### src/rtl/riscv_ctrl_pkg.sv
// rtl/riscv_ctrl_pkg.sv - shared types and constants for the pipeline control block
package riscv_ctrl_pkg;

  localparam int REG_AW_DEF = 5;
  localparam int X0_ADDR    = 0;

  typedef enum logic [1:0] {
    BOOT     = 2'd0,
    RUN      = 2'd1,
    MDU_WAIT = 2'd2,
    MEM_WAIT = 2'd3
  } ctrl_state_e;

endpackage

### src/rtl/hazard_detect.sv
// rtl/hazard_detect.sv - load-use comparator between the D-stage sources and the M-stage load
module hazard_detect
  import riscv_ctrl_pkg::*;
#(
  parameter int REG_AW = REG_AW_DEF
) (
  input  logic [REG_AW-1:0] d_rs1,
  input  logic [REG_AW-1:0] d_rs2,
  input  logic              d_use_rs1,
  input  logic              d_use_rs2,
  input  logic [REG_AW-1:0] m_rd,
  input  logic              m_is_load,
  input  logic              m_reg_we,
  output logic              load_use
);

  logic rs1_hit;
  logic rs2_hit;

  assign rs1_hit  = d_use_rs1 && (d_rs1 == m_rd);
  assign rs2_hit  = d_use_rs2 && (d_rs2 == m_rd);
  // x0 is hardwired to zero, so a load targeting it never creates a dependency
  assign load_use = m_is_load && m_reg_we && (m_rd != REG_AW'(X0_ADDR)) && (rs1_hit || rs2_hit);

endmodule

### src/rtl/pipe_ctrl.sv
// rtl/pipe_ctrl.sv - stall/flush sequencer for the F->D->M pipeline with stall counter
module pipe_ctrl
  import riscv_ctrl_pkg::*;
#(
  parameter int REG_AW      = REG_AW_DEF,
  parameter int BOOT_CYCLES = 2,
  parameter int CNT_W       = 32
) (
  input  logic              clk,
  input  logic              rst,
  input  logic [REG_AW-1:0] d_rs1,
  input  logic [REG_AW-1:0] d_rs2,
  input  logic              d_use_rs1,
  input  logic              d_use_rs2,
  input  logic              d_br_taken,
  input  logic              d_mdu_start,
  input  logic              mdu_done,
  input  logic [REG_AW-1:0] m_rd,
  input  logic              m_is_load,
  input  logic              m_reg_we,
  input  logic              m_mem_req,
  input  logic              m_mem_ack,
  output logic              pc_ce,
  output logic              s1_ce,
  output logic              s1_flush,
  output logic              s2_ce,
  output logic              s2_flush,
  output logic              mdu_busy,
  output logic [1:0]        state,
  output logic [CNT_W-1:0]  stall_cnt
);

  localparam int BW = (BOOT_CYCLES > 1) ? $clog2(BOOT_CYCLES) : 1;

  ctrl_state_e      state_q, state_d;
  logic [BW-1:0]    boot_cnt_q;
  logic [CNT_W-1:0] stall_cnt_q;
  logic             load_use;
  logic             mem_stall;

  hazard_detect #(.REG_AW(REG_AW)) u_hazard (
    .d_rs1     (d_rs1),
    .d_rs2     (d_rs2),
    .d_use_rs1 (d_use_rs1),
    .d_use_rs2 (d_use_rs2),
    .m_rd      (m_rd),
    .m_is_load (m_is_load),
    .m_reg_we  (m_reg_we),
    .load_use  (load_use)
  );

  assign mem_stall = m_mem_req && !m_mem_ack;

  always_comb begin
    pc_ce    = 1'b1;
    s1_ce    = 1'b1;
    s1_flush = 1'b0;
    s2_ce    = 1'b1;
    s2_flush = 1'b0;
    mdu_busy = 1'b0;
    state_d  = state_q;
    if (rst || state_q == BOOT) begin
      pc_ce    = 1'b0;
      s1_ce    = 1'b0;
      s2_ce    = 1'b0;
      s1_flush = 1'b1;
      s2_flush = 1'b1;
      if (rst) begin
        state_d = BOOT;
      end else if (boot_cnt_q == BW'(BOOT_CYCLES - 1)) begin
        state_d = RUN;
      end
    end else begin
      case (state_q)
        RUN: begin
          if (mem_stall) begin
            pc_ce   = 1'b0;
            s1_ce   = 1'b0;
            s2_ce   = 1'b0;
            state_d = MEM_WAIT;
          end else if (d_mdu_start || load_use) begin
            // both hold F/D and push one bubble into M; only the MDU waits for completion
            pc_ce    = 1'b0;
            s1_ce    = 1'b0;
            s2_flush = 1'b1;
            if (d_mdu_start) state_d = MDU_WAIT;
          end else if (d_br_taken) begin
            s1_ce    = 1'b0;
            s1_flush = 1'b1;
          end
        end
        MDU_WAIT: begin
          mdu_busy = 1'b1;
          if (mdu_done) begin
            state_d = RUN;
          end else begin
            pc_ce    = 1'b0;
            s1_ce    = 1'b0;
            s2_flush = 1'b1;
          end
        end
        MEM_WAIT: begin
          if (m_mem_ack) begin
            state_d = RUN;
          end else begin
            pc_ce = 1'b0;
            s1_ce = 1'b0;
            s2_ce = 1'b0;
          end
        end
        default: state_d = BOOT;
      endcase
    end
  end

  always_ff @(posedge clk) begin
    if (rst) begin
      state_q     <= BOOT;
      boot_cnt_q  <= '0;
      stall_cnt_q <= '0;
    end else begin
      state_q <= state_d;
      if (state_q == BOOT && boot_cnt_q != BW'(BOOT_CYCLES - 1)) begin
        boot_cnt_q <= boot_cnt_q + 1'b1;
      end
      if (state_q != BOOT && !pc_ce && stall_cnt_q != {CNT_W{1'b1}}) begin
        stall_cnt_q <= stall_cnt_q + 1'b1;
      end
    end
  end

  assign state     = state_q;
  assign stall_cnt = stall_cnt_q;

endmodule

### config.mk
export PLATFORM = sky130hd
export DESIGN_NAME = pipe_ctrl
export DESIGN_NICKNAME = d
export VERILOG_FILES = /design/src/rtl/riscv_ctrl_pkg.sv /design/src/rtl/hazard_detect.sv /design/src/rtl/pipe_ctrl.sv
export SDC_FILE = /design/constraint.sdc
export NUM_CORES = 1
export LEC_CHECK = 0
export CAP_MARGIN = 20
export CORE_MARGIN = 2
export CORE_UTILIZATION = 42
export DETAILED_ROUTE_END_ITERATION = 6
export GPL_TIMING_DRIVEN = 1
export HOLD_SLACK_MARGIN = 0.06
export PLACE_DENSITY_LB_ADDON = 0.05
export SETUP_SLACK_MARGIN = 0.4
export SYNTH_ARGS = -nofsm -noshare
export SYNTH_HDL_FRONTEND = slang
export SYNTH_HIERARCHICAL = 1
export SYNTH_SLANG_ARGS = --single-unit
export TNS_END_PERCENT = 1
### constraint.sdc
create_clock -name clk -period 2.7 [get_ports clk]
set_input_delay 0.405 -clock clk [delete_from_list [all_inputs] [get_ports clk]]
set_output_delay 0.405 -clock clk [all_outputs]
set_load 0.1 [all_outputs]
==> impl_metrics.json <==
{
  "gr-total-overflow": 0,
  "synth-simple-area-share": 0.3123,
  "min_period_ps": 2725,
  "start_util": 0.4404,
  "finalWeightedCongestion": 0.8717,
  "worst_slack_ps": -24.54,
  "met2RoutedLength_um": 3195,
  "wl_met3_um": 357,
  "whs_path_depth": 2,
  "crit_fanout": 4,
  "fmax_mhz": 367.0,
  "clkTransAtPathRegs_ps": 70,
  "grt_usage": 0.2260,
  "critical_path_class": "in2out",
  "synth_compound_area_frac": 0.1935,
  "vias_per_cell": 5.693,
  "async_flop_share": 0,
  "worstSetupStartpointType": "input port",
  "drc": 0,
  "fin_worst_skew_ps": 10.10,
  "synth_top_family_by_area": "simple AND/OR/NAND/NOR gates",
  "p_int_uw": 929.9,
  "p_total_mw": 1.400,
  "rsz0062_at_grt": "true",
  "clockRootBuffer": "clkbuf_8",
  "synth_mux_area_frac": 0.06799,
  "synthAdderAreaFrac": 0.03317,
  "hpwl_um": 4660,
  "whs_ps": 502.0,
  "nets": 394,
  "synth_nets": 305,
  "dp_cells": 422,
  "slew_headroom": 0.4742,
  "fin_setup_tns_ps": -24.54,
  "clock_latency_ps": 290,
  "numCtsBuffers": 5,
  "die_area_um2": 5992,
  "ys_seq_elements": 35,
  "synth-edff-count": 0,
  "power.leakage_nw": 1.275,
  "core-area_um2": 5140,
  "arrival_ps": 2320,
  "drt_first_iter_violations": 105,
  "whs_endpoint": "stall_cnt[10]$_SDFFE_PP0P_",
  "drtAntennaViolNets": 0,
  "final_cell_count_no_fill": 433,
  "cts_tree": "built",
  "synthTopCellsByCount": "dfxtp_1 (35), nor2_1 (23), a21oi_1 (22)",
  "ff2ff_setup_slack_ps": 170,
  "wl_met1_um": 3084,
  "worstMarginPinSlew_ps": 781.6,
  "r2r-end": "stall_cnt[8]$_SDFFE_PP0P_",
  "wl_per_cell_um": 15.55,
  "htreeDepth": 2,
  "power_density_nw_per_um2": 394.6,
  "ios": 66,
  "avgSynthCellArea_um2": 8.291,
  "ir_drop_v": 0.0002708,
  "required_ps": 2300,
  "yosys-top-cells-area": "dfxtp_1 (31%), or4_1 (5.0%), a21oi_1 (4.9%)",
  "top_layer_used": "met4",
  "die_x_um": 77.41,
  "grt_max_degree": 34,
  "grt_antenna_before_repair": 0,
  "endpoint_kind": "primary output",
  "p_comb_frac": 0.311,
  "via_count": 2465,
  "synth_flop_cell": "dfxtp_1",
  "post-synth-top-area-cell": "dfxtp_1",
  "syn_inst": 273,
  "r2r_cells": 7,
  "first_pass_iters": 4,
  "grt_pass1_wl_um": 11100,
  "ctsLongestPathBuffers": 2,
  "violations": "setup timing",
  "grt_pass1_vias": 2328,
  "swShare": 0.3357,
  "drive_gt1_frac": 0.4050,
  "hold_viol_final": 0,
  "fill_cells": 449,
  "power_switching_uw": 469.9,
  "maxSlewViolCount": 0,
  "synth_most_common_cell": "dfxtp_1",
  "netlist.area_leader.share": 0.3096,
  "setup_violations": 1,
  "synth_xor_area_frac": 0.03870,
  "power_frac_seq": 0.381,
  "multiInputGateArea_um2": 1732,
  "ff_latch_area_um2": 715.7,
  "maxCapViolations": 0,
  "clkSinkCount": 35,
  "num_rows": 26,
  "syn_area_um2": 2263,
  "r2r_start": "stall_cnt[1]$_SDFFE_PP0P_",
  "antenna_cells": 0,
  "ys_seq_area_frac": 0.3096,
  "min_path_type": "reg2reg",
  "final.period_utilization": 1.009,
  "wl_um": 6734,
  "syn2layout_area_growth_pct": 56.72,
  "die_h_um": 77.41,
  "synth_cell_types": 50,
  "io_buffers": 65,
  "status": "finished with violations",
  "hold_start": "stall_cnt[10]$_SDFFE_PP0P_",
  "clockPowerShare": 0.308,
  "yosys_warnings": 6
}
-- metal layers --
metal  vias up  global-route usage
met4         0             0.07321
met3         8             0.04186
met5         -                   0
li1       1222                   -
met1      1167              0.3057
met2        68              0.3643
-- stage by stage --
stage	setup WS, ps	util	instance area [um2]
2_1_floorplan	-965.7	-	2295
3_3_place_gp	-479.9	0.6130	3151
3_5_place_dp	-518.8	0.6130	3151
4_1_cts	-94.81	0.6607	3396
6_report	-24.54	0.6901	3547
5_1_grt	-85.31	0.6901	3547
-- registers in the layout (all words and copies together), names as in the netlist --
signal / count
boot_cnt_q: 1
state: 2
stall_cnt: 32
-- repair_timing --
item                       4_1_cts  5_1_grt
buffers inserted                 3        0
pin swaps                       46       41
setup endpoints to repair       36       38
hold buffers                     0        0
gates resized for setup         68       32
gates cloned                     0        0
-- worst max-delay path: stages --
cell	delay, ps
buf_8	90
or4_4	530
o211ai_2	160
a21oi_2	40
or2_4	260
o31a_1	290
nor3_4	140
a21boi_4	220
buf_12	190
-- power by group through the flow --
stage | registers [mW] | clock network, mW | logic [mW]
after floorplan | 0.592 | 0 | 0.184
after global placement | 0.543 | 0 | 0.392
after detailed placement | 0.543 | 0 | 0.394
after CTS | 0.531 | 0.439 | 0.421
after global routing | 0.535 | 0.463 | 0.462
final | 0.534 | 0.430 | 0.435
-- kinds of logic (layout without fill, tap and decap cells) --
group	count (synthesis)	in the layout
buffers and inverters	23	113
xor gates and xnor gates	10	10
and+or+nand+nor	122	122
DFF	35	35
AOI/OAI and AO/OA	65	65
adders and majority gates	6	6
muxes	12	12
-- worst max-delay path by stage --
stage	startpoint	to	slack, ps	cells after the start
2_1_floorplan	m_rd[2]	s1_ce	-970	7
3_3_place_gp	m_rd[4]	s1_ce	-480	9
3_5_place_dp	m_rd[2]	s1_ce	-520	9
4_1_cts	m_rd[4]	s1_ce	-90	9
5_1_grt	m_rd[4]	s1_ce	-90	9
6_report	m_rd[4]	s1_ce	-20	9
-- placed cells by master, fill, tap and decap left out, types with 3 or more instances in the layout --
| cell | count |
|---|---|
| buf_4 | 55 |
| nor2_1 | 23 |
| dfxtp_1 | 23 |
| nand3_1 | 18 |
| a21oi_1 | 15 |
| o31ai_1 | 14 |
| dfxtp_2 | 12 |
| inv_1 | 11 |
| nor2b_1 | 11 |
| clkdlybuf4s50_1 | 11 |
| nand2_1 | 10 |
| or4_1 | 10 |
| mux2_4 | 8 |
| buf_6 | 8 |
| nand4_1 | 7 |
| or4_4 | 7 |
| a21oi_2 | 7 |
| clkbuf_8 | 7 |
| buf_12 | 7 |
| xor2_1 | 7 |
| nor3_1 | 6 |
| o21ai_1 | 5 |
| clkdlybuf4s15_1 | 5 |
| nor4_1 | 4 |
| ha_1 | 4 |
| buf_2 | 4 |
| a31oi_1 | 3 |
| mux2i_1 | 3 |
| nor4_4 | 3 |
| or3_1 | 3 |
| nor4_2 | 3 |
-- cell type report --
type	count	area share
clock buffers	7	0.02716
clock inverters	1	0.002116
inverters	11	0.01164
multi-input cells	215	0.4882
flip-flops and latches	35	0.2018
well taps	70	0.02469
repair buffers	94	0.2444
Power figures use the tool's default switching activity.
